===== config.mk =====
export PLATFORM = sky130hd
export DESIGN_NAME = fifo_write_arbiter
export DESIGN_NICKNAME = d
export VERILOG_FILES = /design/src/rtl/fifo_arb_pkg.sv /design/src/rtl/rr_priority_pick.sv /design/src/rtl/fifo_write_arbiter.sv
export SDC_FILE = /design/constraint.sdc
export NUM_CORES = 1
export LEC_CHECK = 0
export CAP_MARGIN = 25
export CORE_MARGIN = 8
export CORE_UTILIZATION = 36
export DETAILED_ROUTE_END_ITERATION = 6
export GPL_TIMING_DRIVEN = 0
export PLACE_DENSITY = 0.79
export SLEW_MARGIN = 20
export SYNTH_ARGS = -nofsm -noshare
export SYNTH_HDL_FRONTEND = slang
export SYNTH_SLANG_ARGS = --single-unit

===== constraint.sdc =====
create_clock -name i_Clock -period 2.6 [get_ports i_Clock]
set_input_delay 0.52 -clock i_Clock [delete_from_list [all_inputs] [get_ports i_Clock]]
set_output_delay 0.52 -clock i_Clock [all_outputs]
set_load 0.01 [all_outputs]

===== src/rtl/fifo_arb_pkg.sv =====
// Shared types and helpers for the FIFO write-port arbiter.
package fifo_arb_pkg;

  // ARB accepts at most one word; WRITE presents that word to the FIFO for
  // exactly one cycle and then hands control back to ARB.
  typedef enum logic {
    ARB   = 1'b0,
    WRITE = 1'b1
  } arb_state_t;

  // Increment a port index, wrapping from n-1 back to 0.
  function automatic int next_index(input int idx, input int n);
    return (idx >= n - 1) ? 0 : idx + 1;
  endfunction

endpackage


===== src/rtl/rr_priority_pick.sv =====
// Combinational round-robin pick: first set request bit at or after the
// start pointer, wrapping past the top port back to port 0.
module rr_priority_pick #(
  parameter int NUM_PORTS   = 4,
  parameter int OWNER_WIDTH = $clog2(NUM_PORTS)
) (
  input  logic [NUM_PORTS-1:0]   reqMask,
  input  logic [OWNER_WIDTH-1:0] startPtr,
  output logic                   found,
  output logic [OWNER_WIDTH-1:0] winner
);

  int                     rawIdx;
  logic [OWNER_WIDTH-1:0] selIdx;

  // Walk offsets from the farthest to the nearest so the nearest requester
  // is the last one written and therefore wins.
  always_comb begin
    found  = 1'b0;
    winner = '0;
    rawIdx = 0;
    selIdx = '0;
    for (int off = NUM_PORTS - 1; off >= 0; off--) begin
      rawIdx = int'(startPtr) + off;
      if (rawIdx >= NUM_PORTS) begin
        rawIdx = rawIdx - NUM_PORTS;
      end
      selIdx = OWNER_WIDTH'(rawIdx);
      if (reqMask[selIdx]) begin
        found  = 1'b1;
        winner = selIdx;
      end
    end
  end

endmodule


===== src/rtl/fifo_write_arbiter.sv =====
// Round-robin arbiter with packet locking that shares one FIFO write port
// between NUM_PORTS producers. Each accepted word becomes a single-cycle
// registered write pulse, so o_WrEnable is always low between words.
//
// Handshake: a producer holds i_ReqValid, i_ReqData and i_ReqLast stable
// until it sees o_ReqReady high in the same cycle; a word transfers on the
// rising edge where valid and ready are both high. Ready is combinational,
// only ever raised in ARB, one-hot, and forced low while i_Reset is high so
// a reset edge never swallows a word the producer believes was taken.
module fifo_write_arbiter
  import fifo_arb_pkg::*;
#(
  parameter  int DATA_WIDTH  = 8,
  parameter  int NUM_PORTS   = 4,
  localparam int OWNER_WIDTH = $clog2(NUM_PORTS)
) (
  input  logic                            i_Clock,
  input  logic                            i_Reset,
  input  logic [NUM_PORTS-1:0]            i_ReqValid,
  input  logic [NUM_PORTS*DATA_WIDTH-1:0] i_ReqData,
  input  logic [NUM_PORTS-1:0]            i_ReqLast,
  output logic [NUM_PORTS-1:0]            o_ReqReady,
  input  logic                            i_CanWrite,
  output logic [DATA_WIDTH-1:0]           o_WrData,
  output logic                            o_WrEnable,
  output logic [OWNER_WIDTH-1:0]          o_Owner,
  output logic                            o_Locked,
  output logic                            o_DebugState,
  output logic [OWNER_WIDTH-1:0]          o_DebugPtr
);

  arb_state_t             state;
  arb_state_t             nextState;
  logic [OWNER_WIDTH-1:0] ptr;
  logic [NUM_PORTS-1:0]   ownerMask;
  logic [NUM_PORTS-1:0]   candMask;
  logic                   pickFound;
  logic [OWNER_WIDTH-1:0] pickWinner;
  logic                   accept;
  logic [DATA_WIDTH-1:0]  portData [NUM_PORTS];

  // Split the flat data bus into one word per port for indexed selection.
  always_comb begin
    for (int p = 0; p < NUM_PORTS; p++) begin
      portData[p] = i_ReqData[p*DATA_WIDTH +: DATA_WIDTH];
    end
  end

  // While a packet is open only the current owner may compete.
  assign ownerMask = NUM_PORTS'(1) << o_Owner;
  assign candMask  = o_Locked ? (i_ReqValid & ownerMask) : i_ReqValid;

  rr_priority_pick #(
    .NUM_PORTS   (NUM_PORTS),
    .OWNER_WIDTH (OWNER_WIDTH)
  ) u_pick (
    .reqMask  (candMask),
    .startPtr (ptr),
    .found    (pickFound),
    .winner   (pickWinner)
  );

  // Next-state and ready decode; acceptance needs a candidate, room in the
  // FIFO and no reset pending on this edge.
  always_comb begin
    nextState  = state;
    accept     = 1'b0;
    o_ReqReady = '0;
    case (state)
      ARB: begin
        if (pickFound && i_CanWrite && !i_Reset) begin
          accept                 = 1'b1;
          o_ReqReady[pickWinner] = 1'b1;
          nextState              = WRITE;
        end
      end
      WRITE: begin
        nextState = ARB;
      end
      default: begin
        nextState = ARB;
      end
    endcase
  end

  // State register.
  always_ff @(posedge i_Clock) begin
    if (i_Reset) begin
      state <= ARB;
    end else begin
      state <= nextState;
    end
  end

  // Capture the accepted word, owner and lock; advance the pointer only when
  // a packet closes so a locked packet never moves the rotation.
  always_ff @(posedge i_Clock) begin
    if (i_Reset) begin
      o_WrEnable <= 1'b0;
      o_WrData   <= '0;
      o_Owner    <= '0;
      o_Locked   <= 1'b0;
      ptr        <= '0;
    end else begin
      o_WrEnable <= accept;
      if (accept) begin
        o_WrData <= portData[pickWinner];
        o_Owner  <= pickWinner;
        o_Locked <= ~i_ReqLast[pickWinner];
        if (i_ReqLast[pickWinner]) begin
          ptr <= OWNER_WIDTH'(next_index(int'(pickWinner), NUM_PORTS));
        end
      end
    end
  end

  assign o_DebugState = state;
  assign o_DebugPtr   = ptr;

endmodule


==> results.md, run 1 <==
* Simple-gate share of the synthesized area at 16.7%
* FF-to-FF setup slack at 0.31 ns
* Worst setup path category: flip-flop to output pin
* Parity-gate share of the synthesized area counting xor and xnor cells at 0%
* Net count of the finished layout at 230
* Number of pins exceeding their max-slew limit in the final report at 0
* Residual DRC count at 0
* Clock transition at path regs at 0.08 ns
* H-tree depth reported by CTS at 1
* Endpoint class of the critical path: output pin
* Antenna Violating Nets Remaining at 0
* Count of buffers from port buffering at 61
* Total die area at 4680 sq um
* Leading post-synthesis cells by cell area: dfxtp_1 28%, mux2_4 11%, mux2_2 9.1%, a222oi_1 8.1%, nor2_1 4.9%
* Synth Net Count at 154
* Share of synthesized cell area in full adder, half adder and majority cells at 1.27%
* Crit-path max FO at 6
* Post-synth EDFFs at 0
* Total Power Consumption at 0.760 mW
* Horizontal die dimension at 68.4 um
* Total I/O pin count at 62
* Post-Route Utilization at 68.0%
* Top cell type by total area after synthesis: dfxtp_1
* Pin count of the biggest net entering global routing at 11
* Vias in the first global route at 1,225
* Peak supply drop at 0.000288 V
* Layout-stage area growth over the synthesis result at 84.8%
* Dominant cell by count in the synthesized netlist: dfxtp_1
* Leakage power figure at 0.719 nW
* Num Clock Sinks at 14
* Routed length per instance at 17.4 um
* Post-Synthesis Cells at 110
* Yosys synthesis warning count at 0
* Combinational family with the most area after synthesis: compound AO/OA/AOI/OAI gates
* Max Clock Freq at 393 MHz
* Netlist Area Pre-Place at 988 sq um
* Global route overflow at 0
* Count of final hold-check violations at 0
* Post-synthesis register bit count at 14
* Hold path endpoint: o_WrData[2]
* Total area of multi-input combinational cells at 742 sq um
* Number of vias per cell after detailed routing at 5.59
* Cell area after placement at 1640 sq um
* Hold Crit Depth at 2
* Multiplexer area fraction after synthesis at 20.9%
* Final WS setup at 0.0584 ns
* Post-synth top cells: 14 x dfxtp_1, 13 x nor2_1, 8 x a222oi_1, 8 x mux2_2, 7 x mux2_4
* Number of violations reported at the end of detailed-routing iteration 0 at 103
* Share of the synthesized area in the top cell type at 28.4%
* Start point of the worst hold path: o_WrData[2]
* Number of buffers inserted during clock tree synthesis at 3
* Number of vias in the routed layout at 1,202
* Result of the run: finished, final reports clean
* Global-route wire length before repair at 5.61 mm
* Maximum clock path buffer count at 2
* Final GP Congestion at 0.841
* Antenna diode instance count at 0
* Antenna violations before repair at 0
* Worst slew pin tran at 0.511 ns
* Placeable core area at 2690 sq um
* Final standard cell area without fillers at 1830 sq um
* Period utilisation layout at 97.8%
* Rows at 19
* Worst-Skew Late Latency at 0.27 ns
* Layout cell share with drive strength beyond 1 at 33.2%
* R2r worst-path depth at 9
* Slew Limit Headroom at 65.8%
* Hold buffer count at cts at 0
* Synth Area per Inst at 8.99 sq um
* CP Launch Type: flip-flop
* Die Ht at 68.4 um
* Total power density per cell area at 416 nW/um^2
* Total of endpoints with negative setup slack in the final report at 0
* Setup repair after global routing missed its margin: true
* Starting Density at 36.8%
* Fillers at 233
* Async set-reset flop share out of synthesis at 0%
* Sequential share of the synthesized area at 28.4%
* Number of detailed-routing iterations run before antenna repair at 4
* Most common flop cell mapped by yosys: dfxtp_1
* Critical register-to-register path endpoint: o_WrData[1]
* CP arrival at 2.02 ns
* Min-Delay Path Class: flip-flop to flip-flop
* Complex-gate fraction of the synthesized area at 26.8%
* Sequential cell area at 293 sq um
* Global-route usage over all layers at 15.6%
* Worst path required time at 2.08 ns
* Worst clock skew at 0.000649 ns
* HPWL reported at the end of detailed placement at 2.75 mm
* Worst Hold Margin at 0.530 ns
* Startpoint of the worst register-to-register path: o_Owner[0]
* Setup Slack @ Placement at -0.753 ns
* Distinct cell type count after synthesis at 39
* CTS tree: done
* DRT Wirelength at 3.74 mm
* Clock tree root driver cell: clkbuf_4
* Final critical path time including I/O delays and setup at 2.54 ns
* Maxcap violations at 0
[what timing repair did]
item                                    in CTS  in global routing
buffers inserted                             4                  7
pin swaps                                    6                  8
resized for setup                           38                 19
endpoints found under the setup margin       4                  4
[cells by family after synthesis]
| kind of cell | after synthesis |
|---|---|
| AND/OR/NAND/NOR | 34 |
| AO/OA/AOI/OAI | 33 |
| multiplexers | 16 |
| flip-flops | 14 |
| buffers and inverters | 12 |
| adder cells (fa/ha/maj) | 1 |
[cell type report]
cell class | count | share of cell area, %
well taps | 31 | 2.12
repair buffers | 72 | 36.5
flip-flops and latches | 14 | 16.0
multi-input cells | 84 | 40.6
inverters | 6 | 1.23
plain buffers | 5 | 2.26
clock buffers | 3 | 1.23
[through the flow]
step           cells  setup TNS, ns
4_1_cts          208              0
6_report         215              0
3_3_place_gp     202          -3.21
3_5_place_dp     202          -4.19
5_1_grt          215        -0.0251
2_1_floorplan    110              0
[worst max-delay path, stage by stage, from the launching register on]
cell and delay (ns):
dfxtp_4 0.39, nand2b_4 0.15, a21bo_4 0.22, o32a_1 0.37, nand2_2 0.11, inv_2 0.06
ha_1 0.18, and2_1 0.13, buf_2 0.13
[layout by cell type (no fill, tap or decap), types with 2 or more instances in the layout]
cell type	Yosys	final
dlygate4sd2_1	0	4
buf_6	1	3
and2_4	1	2
nand3_1	3	3
nand2b_4	0	2
o21ai_0	2	2
and2_1	3	2
o21ai_1	4	2
nand2_1	5	5
nor2_1	13	12
a222oi_1	8	8
buf_4	1	12
a21oi_1	4	4
clkbuf_4	0	3
nor2_2	1	2
inv_1	6	4
buf_2	2	4
clkdlybuf4s50_1	0	52
mux2_2	8	8
dfxtp_1	14	10
inv_2	0	2
mux2_4	7	7
nor3_1	3	2
o41ai_1	2	2
dfxtp_4	0	3
[power breakdown]
group          switching [mW]  internal, mW  leakage, nW
clock                  0.0666        0.0536       0.0138
combinational           0.157         0.228        0.588
sequential             0.0216         0.233        0.117
[state kept, by name, summed over array words and instances, names as in the netlist]
signal	cells
o_Locked	1
o_DebugState	1
o_Owner	2
o_DebugPtr	2
o_WrData	8
[routing by layer]
metal | global-route usage (%) | vias to the layer above | part of all wire [%]
li1 | - | 573 | -
met1 | 15.5 | 557 | 38
met2 | 27.2 | 68 | 49
met3 | 7.86 | 4 | 12
met4 | 6.14 | 0 | 0.94
met5 | 0 | - | 0
[worst max path at each step]
stage	start	end	slack [ns]	cells after the start
after global routing	o_Owner[0]	o_ReqReady[3]	-0.03	8
final	o_Owner[0]	o_ReqReady[3]	0.06	8
after detailed placement	i_ReqValid[0]	o_ReqReady[3]	-0.75	9
after global placement	i_ReqValid[1]	o_ReqReady[2]	-0.72	8
after CTS	o_Locked	o_ReqReady[3]	0.008	8
after floorplan	o_Owner[1]	o_ReqReady[2]	0.32	6
(Power assumes the default switching activity.)
==> run 2: changes to the inputs <==
--- a/config.mk
+++ b/config.mk
@@ -10,7 +10,7 @@
 export CORE_UTILIZATION = 36
 export DETAILED_ROUTE_END_ITERATION = 6
 export GPL_TIMING_DRIVEN = 0
-export PLACE_DENSITY = 0.79
+export PLACE_DENSITY = 0.87
 export SLEW_MARGIN = 20
 export SYNTH_ARGS = -nofsm -noshare
 export SYNTH_HDL_FRONTEND = slang
==> results.md, run 2 (same netlist as run 1, synthesis figures left out) <==
* Slew Limit Headroom at 60.5% (-5.2 points)
* Layout-stage area growth over the synthesis result at 95.1%
* Layer carrying the most global-route usage: met2
* Leakage power figure at 0.759 nW (+5.6%)
* R2r worst-path depth at 10 (+1)
* Worst slew pin tran at 0.590 ns (+0.0794 ns)
* Max Clock Freq at 387 MHz (-1.6%)
* Largest Register: o_WrData
* Final GP Congestion at 0.866 (+3.0%)
* DRT Wirelength at 4.00 mm (+6.8%)
* M3 GR Usage at 5.89% (-2.0 points)
* Net count of the finished layout at 235 (+2.2%)
* Start point of the worst hold path: o_WrData[1]
* Setup repair after global routing missed its margin: true
* Worst setup path category: flip-flop to output pin
* Leading cell type in the layout, fill and taps excluded: clkdlybuf4s50_1
* Count of buffers from port buffering at 61 (unchanged)
* FF-to-FF setup slack at 0.29 ns (-0.02 ns)
* H-tree depth reported by CTS at 1 (unchanged)
* Global route overflow at 0 (unchanged)
* Starting Density at 36.8% (unchanged)
* Total of endpoints with negative setup slack in the final report at 0 (unchanged)
* Number of buffers inserted during clock tree synthesis at 3 (unchanged)
* Startpoint of the worst register-to-register path: o_Locked
* CP Launch Type: flip-flop
* Clock tree root driver cell: clkbuf_4
* Endpoint class of the critical path: output pin
* Final WS setup at 0.0173 ns (-0.0411 ns)
* Post-Route Utilization at 71.8% (+3.8 points)
* Total die area at 4680 sq um (unchanged)
* Hold path endpoint: o_WrData[1]
* Period utilisation layout at 99.3% (+1.6 points)
* Hold buffer count at cts at 0 (unchanged)
* Setup TNS Final at 0 ns (unchanged)
* Commonest cells after routing, fill and taps aside: 52 x clkdlybuf4s50_1, 17 x buf_4, 12 x nor2_1, 10 x dfxtp_1
* Met2 track utilization from global routing at 27.1% (-0.12 points)
* CTS tree: done
* Maximum clock path buffer count at 2 (unchanged)
* Number of vias in the routed layout at 1,245 (+3.6%)
* Hold Crit Depth at 2 (unchanged)
* Number of pins exceeding their max-slew limit in the final report at 0 (unchanged)
* Peak supply drop at 0.000329 V (+14%)
* Number of detailed-routing iterations run before antenna repair at 5 (+1)
* Total power density per cell area at 434 nW/um^2 (+4.2%)
* Clock transition at path regs at 0.09 ns (about the same)
* Worst-Skew Late Latency at 0.28 ns (about the same)
* HPWL reported at the end of detailed placement at 2.69 mm (-2.2%)
* Die Ht at 68.4 um (unchanged)
* Worst clock skew at 0.00650 ns (+0.00586 ns)
* Flip-flop count of the largest register after layout at 8 (unchanged)
* Antenna violations before repair at 0 (unchanged)
* Pin count of the biggest net entering global routing at 11 (unchanged)
* Crit-path max FO at 6 (unchanged)
* Antenna Violating Nets Remaining at 0 (unchanged)
* Total I/O pin count at 62 (unchanged)
* Critical register-to-register path endpoint: o_DebugPtr[1]
* Residual DRC count at 0 (unchanged)
* Antenna diode instance count at 0 (unchanged)
* Num Clock Sinks at 14 (unchanged)
* Maxcap violations at 0 (unchanged)
* Number of vias per cell after detailed routing at 5.63 (+0.77%)
* Vias in the first global route at 1,232 (+0.57%)
* M1 GR Usage at 17.1% (+1.6 points)
* Routed length per instance at 18.1 um (+3.9%)
* Count of final hold-check violations at 0 (unchanged)
* Placeable core area at 2690 sq um (unchanged)
* Global-route wire length before repair at 5.71 mm (+1.7%)
* Rows at 19 (unchanged)
* Worst path required time at 2.08 ns (about the same)
* Global-route usage over all layers at 15.8% (+0.12 points)
* Setup Slack @ Placement at -0.777 ns (-0.0233 ns)
* Layout cell share with drive strength beyond 1 at 38.4% (+5.3 points)
* CP arrival at 2.06 ns (+0.04 ns)
* Horizontal die dimension at 68.4 um (unchanged)
* Number of violations reported at the end of detailed-routing iteration 0 at 104 (+0.97%)
* Min-Delay Path Class: flip-flop to flip-flop
* Final critical path time including I/O delays and setup at 2.58 ns (+0.0411 ns)
* Result of the run: finished, final reports clean
## run 2: changes by cell type in the layout (fill, tap and decap cells not counted), sizes merged
cell / change
dlygate4sd2: -1
dlymetal6s2s: +1
clkbuf: +1
buf: +5
## run 2: per-stage QoR
step / instance area [sq um] / hold WS [ns] / total power, mW / instances
global route: 1930 / 0.554 / 0.880 / 221
detailed placement: 1640 / 0.509 / 0.584 / 202
finish: 1930 / 0.524 / 0.836 / 221
CTS: 1770 / 0.499 / 0.784 / 213
floorplan: 988 / 0.525 / 0.439 / 110
global placement: 1640 / 0.497 / 0.576 / 202
## run 2: timing repair
| item | in CTS | in global routing |
|---|---|---|
| pin swaps | 5 | 8 |
| resized for setup | 39 | 25 |
| endpoints found under the setup margin | 4 | 4 |
| setup buffers | 8 | 8 |
## run 2: layout make-up
cell class,count,area (sq um)
clock buffers,4,36.3
repair buffers,77,717
fillers,186,758
multi-input cells,84,779
inverters,6,25.0
well taps,31,38.8
flip-flops and latches,14,293
plain buffers,5,38.8
## run 2: worst max path at each step
stage,from,to,slack (ns),cells past startpoint
global route,o_Owner[0],o_ReqReady[0],-0.06,7
floorplan,o_Owner[1],o_ReqReady[2],0.32,6
detailed placement,i_ReqValid[0],o_ReqReady[3],-0.78,9
CTS,i_ReqValid[0],o_ReqReady[1],0.0006,8
finish,o_Owner[0],o_ReqReady[2],0.02,6
global placement,i_ReqValid[2],o_ReqReady[3],-0.72,8
## run 2: metal layers
metal | wire, um | vias up
met2 | 1920 | 66
met5 | 0 | -
met4 | 121 | 0
met3 | 397 | 14
li1 | - | 586
met1 | 1560 | 579
## run 2: critical path: stages, from the launching register on
cell,delay (ns)
dfxtp_4,0.39
nand2b_4,0.16
a21bo_4,0.23
a41o_4,0.28
or4_4,0.51
nor2_4,0.10
buf_6,0.10
## run 2: power breakdown
| part | total, mW | switching (mW) | internal, mW |
|---|---|---|---|
| clock | 0.160 | 0.0743 | 0.0852 |
| sequential | 0.254 | 0.0212 | 0.233 |
| combinational | 0.423 | 0.174 | 0.248 |
